`config.mk`:
```
export PLATFORM = sky130hd
export DESIGN_NAME = irq_timer
export DESIGN_NICKNAME = d
export VERILOG_FILES = /design/src/rtl/irq_timer_pkg.sv /design/src/rtl/irq_timer_presc.sv /design/src/rtl/irq_timer.sv
export SDC_FILE = /design/constraint.sdc
export NUM_CORES = 1
export LEC_CHECK = 0
export ABC_AREA = 1
export BUFFER_PORTS_ARGS = -buffer_cell sky130_fd_sc_hd__buf_2
export CORE_MARGIN = 1
export CORE_UTILIZATION = 50
export DETAILED_ROUTE_END_ITERATION = 10
export GPL_ROUTABILITY_DRIVEN = 0
export PLACE_DENSITY_LB_ADDON = 0.12
export SYNTH_ARGS = -nofsm -noshare
export SYNTH_HDL_FRONTEND = slang
export SYNTH_SLANG_ARGS = --single-unit
```
`constraint.sdc`:
```
create_clock -name clock -period 3.17 [get_ports clock]
set_clock_uncertainty 0.1 [all_clocks]
set_input_delay 0.634 -clock clock [delete_from_list [all_inputs] [get_ports clock]]
set_output_delay 0.634 -clock clock [all_outputs]
set_load 0.01 [all_outputs]
```
`src/rtl/irq_timer_pkg.sv`:
```
// ---------------------------------------------------------------------------
// irq_timer_pkg
// Shared definitions for the irq_timer block: register offsets within the
// 8-byte window, CTRL/STATUS bit positions, prescaler divide encodings and a
// helper that maps a PRE code to the prescaler terminal count.
// ---------------------------------------------------------------------------
package irq_timer_pkg;

   typedef logic [2:0] reg_off_t;

   // Register offsets (address[2:0])
   localparam reg_off_t REG_CNT_LO = 3'd0;
   localparam reg_off_t REG_CNT_HI = 3'd1;
   localparam reg_off_t REG_CTRL   = 3'd2;
   localparam reg_off_t REG_STATUS = 3'd3;
   localparam reg_off_t REG_MASK   = 3'd4;

   // CTRL bit positions
   localparam int CTRL_RUN_BIT  = 0;
   localparam int CTRL_AUTO_BIT = 1;
   localparam int CTRL_PRE_LSB  = 4;
   localparam int CTRL_PRE_MSB  = 5;

   // STATUS / MASK bit positions
   localparam int STAT_TMR_BIT = 0;
   localparam int STAT_EXT_BIT = 1;

   // PRE divide encodings
   localparam logic [1:0] PRE_DIV1   = 2'd0;
   localparam logic [1:0] PRE_DIV8   = 2'd1;
   localparam logic [1:0] PRE_DIV64  = 2'd2;
   localparam logic [1:0] PRE_DIV256 = 2'd3;

   // Terminal count (divide-1) of the 8-bit prescaler for a PRE code.
   function automatic logic [7:0] pre_terminal(input logic [1:0] pre);
      logic [7:0] term;
      case (pre)
         PRE_DIV1:  term = 8'd0;
         PRE_DIV8:  term = 8'd7;
         PRE_DIV64: term = 8'd63;
         default:   term = 8'd255;
      endcase
      return term;
   endfunction

endpackage

```
`src/rtl/irq_timer_presc.sv`:
```
// ---------------------------------------------------------------------------
// irq_timer_presc
// 8-bit prescaler for irq_timer. Counts only while run=1 and emits a one-cycle
// tick when the count reaches the terminal value selected by pre, then wraps.
// Ports:
//   clock   in  system clock
//   reset_n in  synchronous active-low reset
//   run     in  count enable (timer RUN bit)
//   clear   in  synchronous clear of the count (counter reload from CPU)
//   pre     in  divide select (0=/1, 1=/8, 2=/64, 3=/256)
//   tick    out counter decrement strobe
// ---------------------------------------------------------------------------
module irq_timer_presc
   import irq_timer_pkg::*;
(
   input  logic       clock,
   input  logic       reset_n,
   input  logic       run,
   input  logic       clear,
   input  logic [1:0] pre,
   output logic       tick
);

   logic [7:0] count_reg;
   logic [7:0] terminal;

   assign terminal = pre_terminal(pre);

   // ">=" rather than "==" so that switching PRE to a smaller divide while
   // the count is above the new terminal wraps at once instead of running
   // through 255 first.
   assign tick = run && (count_reg >= terminal);

   always_ff @(posedge clock) begin
      if (!reset_n || clear) begin
         count_reg <= 8'd0;
      end else if (tick) begin
         count_reg <= 8'd0;
      end else if (run) begin
         count_reg <= count_reg + 8'd1;
      end
   end

endmodule

```
`src/rtl/irq_timer.sv`:
```
// ---------------------------------------------------------------------------
// irq_timer
// Memory-mapped 16-bit down-counting timer with interrupt status/mask.
// Build option: define IRQ_TIMER_EXT_EN to add the external interrupt input
// (2-flop synchronizer + rising-edge detect setting STATUS[1]); otherwise
// ext_irq is ignored and STATUS[1]/MASK[1] are tied to 0.
// Ports:
//   clock   in  system clock
//   reset_n in  synchronous active-low reset
//   hold    in  CPU-run strobe, qualifies register writes
//   address in  16-bit CPU address (block decoded at BASE[15:3])
//   wdata   in  8-bit CPU write data
//   we      in  CPU write enable
//   ext_irq in  asynchronous external interrupt request
//   sel     out combinational address decode hit
//   rdata   out registered read data (0 when not selected)
//   intr    out level interrupt = |(STATUS & MASK)
// ---------------------------------------------------------------------------
module irq_timer
   import irq_timer_pkg::*;
#(
   parameter logic [15:0] BASE = 16'hD000
)
(
   input  logic        clock,
   input  logic        reset_n,
   input  logic        hold,
   input  logic [15:0] address,
   input  logic [7:0]  wdata,
   input  logic        we,
   input  logic        ext_irq,
   output logic        sel,
   output logic [7:0]  rdata,
   output logic        intr
);

`ifdef IRQ_TIMER_EXT_EN
   localparam logic [1:0] IMPL_BITS = 2'b11;
`else
   localparam logic [1:0] IMPL_BITS = 2'b01;
`endif

   logic [15:0] counter_reg;
   logic [7:0]  latch_lo_reg;
   logic [7:0]  latch_hi_reg;
   logic        run_reg;
   logic        auto_reg;
   logic [1:0]  pre_reg;
   logic [1:0]  status_reg;
   logic [1:0]  mask_reg;
   logic [7:0]  rdata_reg;

   logic        wr_en;
   logic        wr_lo, wr_hi, wr_ctrl, wr_stat, wr_mask;
   logic        tick;
   logic        underflow;
   logic        ext_rise;
   logic [1:0]  status_set;
   logic [1:0]  status_clr;
   logic [1:0]  status_next;
   logic [7:0]  rd_mux;

   assign sel   = (address[15:3] == BASE[15:3]);
   assign wr_en = sel && we && hold;

   assign wr_lo   = wr_en && (address[2:0] == REG_CNT_LO);
   assign wr_hi   = wr_en && (address[2:0] == REG_CNT_HI);
   assign wr_ctrl = wr_en && (address[2:0] == REG_CTRL);
   assign wr_stat = wr_en && (address[2:0] == REG_STATUS);
   assign wr_mask = wr_en && (address[2:0] == REG_MASK);

   irq_timer_presc u_presc (
      .clock   (clock),
      .reset_n (reset_n),
      .run     (run_reg),
      .clear   (wr_hi),
      .pre     (pre_reg),
      .tick    (tick)
   );

   // A CPU reload of the counter takes priority over an underflow in the
   // same cycle, so such an underflow has no side effects at all.
   assign underflow = tick && (counter_reg == 16'd0) && !wr_hi;

`ifdef IRQ_TIMER_EXT_EN
   logic ext_sync1_reg, ext_sync2_reg, ext_prev_reg;

   always_ff @(posedge clock) begin
      if (!reset_n) begin
         ext_sync1_reg <= 1'b0;
         ext_sync2_reg <= 1'b0;
         ext_prev_reg  <= 1'b0;
      end else begin
         ext_sync1_reg <= ext_irq;
         ext_sync2_reg <= ext_sync1_reg;
         ext_prev_reg  <= ext_sync2_reg;
      end
   end

   assign ext_rise = ext_sync2_reg && !ext_prev_reg;
`else
   logic unused_ext;
   assign unused_ext = ext_irq;
   assign ext_rise   = 1'b0;
`endif

   // Set has priority over write-1-to-clear.
   always_comb begin
      status_set               = 2'b00;
      status_set[STAT_TMR_BIT] = underflow;
      status_set[STAT_EXT_BIT] = ext_rise;
      status_clr  = wr_stat ? wdata[1:0] : 2'b00;
      status_next = ((status_reg & ~status_clr) | status_set) & IMPL_BITS;
   end

   always_comb begin
      rd_mux = 8'h00;
      case (address[2:0])
         REG_CNT_LO: rd_mux = counter_reg[7:0];
         REG_CNT_HI: rd_mux = counter_reg[15:8];
         REG_CTRL: begin
            rd_mux[CTRL_RUN_BIT]                = run_reg;
            rd_mux[CTRL_AUTO_BIT]               = auto_reg;
            rd_mux[CTRL_PRE_MSB:CTRL_PRE_LSB]   = pre_reg;
         end
         REG_STATUS: rd_mux = {6'd0, status_reg};
         REG_MASK:   rd_mux = {6'd0, mask_reg};
         default:    rd_mux = 8'h00;
      endcase
   end

   always_ff @(posedge clock) begin
      if (!reset_n) begin
         counter_reg  <= 16'd0;
         latch_lo_reg <= 8'd0;
         latch_hi_reg <= 8'd0;
         run_reg      <= 1'b0;
         auto_reg     <= 1'b0;
         pre_reg      <= 2'd0;
         status_reg   <= 2'd0;
         mask_reg     <= 2'd0;
         rdata_reg    <= 8'd0;
      end else begin
         if (wr_lo) begin
            latch_lo_reg <= wdata;
         end

         if (wr_hi) begin
            latch_hi_reg <= wdata;
            counter_reg  <= {wdata, latch_lo_reg};
         end else if (tick) begin
            if (counter_reg != 16'd0) begin
               counter_reg <= counter_reg - 16'd1;
            end else if (auto_reg) begin
               counter_reg <= {latch_hi_reg, latch_lo_reg};
            end
         end

         if (wr_ctrl) begin
            run_reg  <= wdata[CTRL_RUN_BIT];
            auto_reg <= wdata[CTRL_AUTO_BIT];
            pre_reg  <= wdata[CTRL_PRE_MSB:CTRL_PRE_LSB];
         end else if (underflow && !auto_reg) begin
            run_reg <= 1'b0;
         end

         if (wr_mask) begin
            mask_reg <= wdata[1:0] & IMPL_BITS;
         end

         status_reg <= status_next;
         rdata_reg  <= sel ? rd_mux : 8'h00;
      end
   end

   assign rdata = rdata_reg;
   assign intr  = |(status_reg & mask_reg);

endmodule

```
==> qor.txt <==
Status = completed
Post-synth EDFFs = 0
Clk pwr share = 44.0%
Synthesized Nets = 545
Switching Share = 21.1%
Switching power = 276 uW
Yosys warning total = 0
Yosys reg bits = 54
Rows = 28
Iter 0 DRT Violations = 192
Vias per inst = 5.06
Via count = 3135
Die span in x = 81.8 um
IO Port Bufs = 37
Internal power = 1040 uW
Seq/Total Area, Yosys = 34.0%
Fmax = 0.419 GHz
Syn Inst Count = 505
Vias in the first global route = 2803
Start of the worst register-to-register path = pre_reg[0]$_SDFFE_PN0P_
Layout cell share with drive strength beyond 1 = 12.1%
Worst-path fanout max = 29
# clock sinks = 54
Area Overhead vs Synth = 12.5%
Resized cells post-CTS = 0
Total power = 1310 uW
Mean Syn Cell Area = 6.30 um2
Setup Crit Path Kind = flip-flop to flip-flop
Fin crit share = 75.2%
Async set-reset flop share out of synthesis = 0%
# DRC = 0
Largest register FFs = 16
Synth Cell Area = 3180 um2
Slew of the pin with the lowest slew margin = 0.541 ns
DRT Wirelength = 7760 um
CTS tree = built
Crit path launch = pre_reg[0]$_SDFFE_PN0P_
Starting Density = 52.8%
Min cycle time layout = 2.38 ns
DIE AREA = 6680 um2
Final setup margin = 0.785 ns
Combinational Power Share = 4.3%
Final Hold Fails = 0
Worst VDD drop = 0.198 mV
Netlist cell types = 31
Data required, critical path = 3.26 ns
Cts bufs inserted = 5
Main synth FF type = dfxtp_1
Unrepaired setup endpoints after global routing = no
Critical Path End Type = flip-flop
HP Class = flip-flop to flip-flop
Finish-stage setup viols = 0
Pwr Density = 366 nW/um2
Largest net degree at the start of global routing = 30
P_leak = 0.00188 uW
CP startpoint kind = flip-flop
DR WL/cell = 12.5 um
DP Worst Slack = 0.596 ns
Skew-Pair Late Insertion Delay = 0.31 ns
Setup Fix Bufs, Post-CTS = 0
Number of max-cap violations = 0
Initial antenna violation count = 0
Die Ht = 81.8 um
Gr ovfl total = 0
HPWL Detailed = 5870 um
CTS Hold Bufs = 0
Root Buffer = clkbuf_8
Fin util = 59.4%
Flop pwr share = 51.7%
HP Start = latch_hi_reg[7]$_SDFFE_PN0P_
Max Root-Sink Buffers = 2
Worst slew margin = 63.8%
# diodes = 0
Core area = 6030 um2
Routed Antenna Nets = 0
Max-slew violations = 0
Nets = 584
GRT Overall Usage = 25.5%
I/O pins = 39
Filler cells = 603
Critical Path AT = 2.47 ns
Htree depth = 2
Global-route wire length before repair = 13100 um
Setup Total Neg Slack = 0 ns
Worst-path clk slew = 0.10 ns
1st-pass router iterations = 4
==> per-stage QoR <==
stage / hold slack [ns] / cell area [um2] / instances
final: 0.370 / 3580 / 620
after global routing: 0.386 / 3580 / 620
after CTS: 0.371 / 3580 / 620
after detailed placement: 0.356 / 3440 / 612
after global placement: 0.354 / 3440 / 612
after floorplan: 0.345 / 3180 / 505
==> cell families (layout without fill, tap and decap cells) <==
group | count (synthesis) | after routing | share of synthesized area [%]
and+or+nand+nor | 300 | 300 | 40.2
xor gates and xnor gates | 9 | 9 | 2.48
adders and majority gates | 11 | 11 | 4.33
buffers and inverters | 75 | 115 | 9.60
AOI/OAI and AO/OA | 56 | 56 | 9.36
DFF | 54 | 54 | 34.0
==> cells in the final DEF (no fill, tap or decap), types with 2 or more instances in the layout <==
| cell | instances |
|---|---|
| buf_2 | 37 |
| nand2_2 | 2 |
| nor2_1 | 79 |
| nand3_2 | 2 |
| nand3_1 | 26 |
| dfxtp_1 | 54 |
| xor2_1 | 9 |
| inv_1 | 64 |
| o21ai_0 | 21 |
| buf_4 | 5 |
| nor2_2 | 4 |
| ha_1 | 11 |
| or2_2 | 2 |
| a211oi_1 | 2 |
| bufinv_16 | 2 |
| nand2_1 | 164 |
| nand4_4 | 2 |
| nand4_1 | 6 |
| o22ai_1 | 3 |
| clkbuf_8 | 6 |
| a21oi_1 | 26 |
| a31oi_1 | 2 |
| nor3_1 | 8 |
==> final timing paths <==
check / cells past startpoint / slack (ns) / end
max: 15 / 0.79 / counter_reg[7]$_SDFFE_PN0P_
max reg2reg: 15 / 0.79 / counter_reg[7]$_SDFFE_PN0P_
min: 2 / 0.37 / latch_hi_reg[7]$_SDFFE_PN0P_
min reg2reg: 2 / 0.37 / latch_hi_reg[7]$_SDFFE_PN0P_
==> routing by layer <==
metal | routed length [um] | vias to the layer above | GRT usage [%]
li1 | - | 1657 | -
met1 | 3900 | 1387 | 36.2
met2 | 3380 | 81 | 40.7
met3 | 393 | 10 | 3.44
met4 | 82 | 0 | 5.96
met5 | 0 | - | 0
==> area by class of cell <==
type	instances	area, um2	area share [%]
Clock inverter	2	60.1	1.68
Sequential cell	54	1080	30.2
Tap cell	75	93.8	2.62
Timing Repair Buffer	42	223	6.22
Inverter	65	244	6.82
Multi-Input combinational cell	376	1790	50.1
Clock buffer	6	82.6	2.31
==> worst max-delay path, cell delays in order, from the launching register on <==
cell	delay, ns
dfxtp_1	0.37
nor2_1	0.22
inv_1	0.07
ha_1	0.27
nand2_1	0.06
nand3_1	0.07
nand2_1	0.06
nand2_1	0.04
nand2_1	0.05
nand2_1	0.09
nand2_1	0.11
nand2_2	0.08
nand2_2	0.42
nand2_1	0.11
nand2_1	0.09
nor2_1	0.04
==> cell usage after synthesis (all sizes together), types with 3 or more instances <==
library cell  instances  area, um2
nor2                 84        333
o21ai                21        105
xor2                  9       78.8
ha                   11        138
nand2               166        628
clkbuf                5       18.8
inv                  65        244
buf                   5       42.5
nand3                28        150
dfxtp                54       1080
nand4                 8       80.1
o22ai                 3       18.8
nor3                  9       56.3
a21oi                27        139
==> power groups by stage <==
stage	registers (uW)	clock network, uW	logic [uW]
2_1_floorplan	694	0	24.6
3_3_place_gp	694	0	55.1
3_5_place_dp	694	0	56.5
4_1_cts	678	581	56.7
5_1_grt	678	608	62.8
6_report	678	577	56.9
No activity file was read; power rests on OpenSTA's default activity.
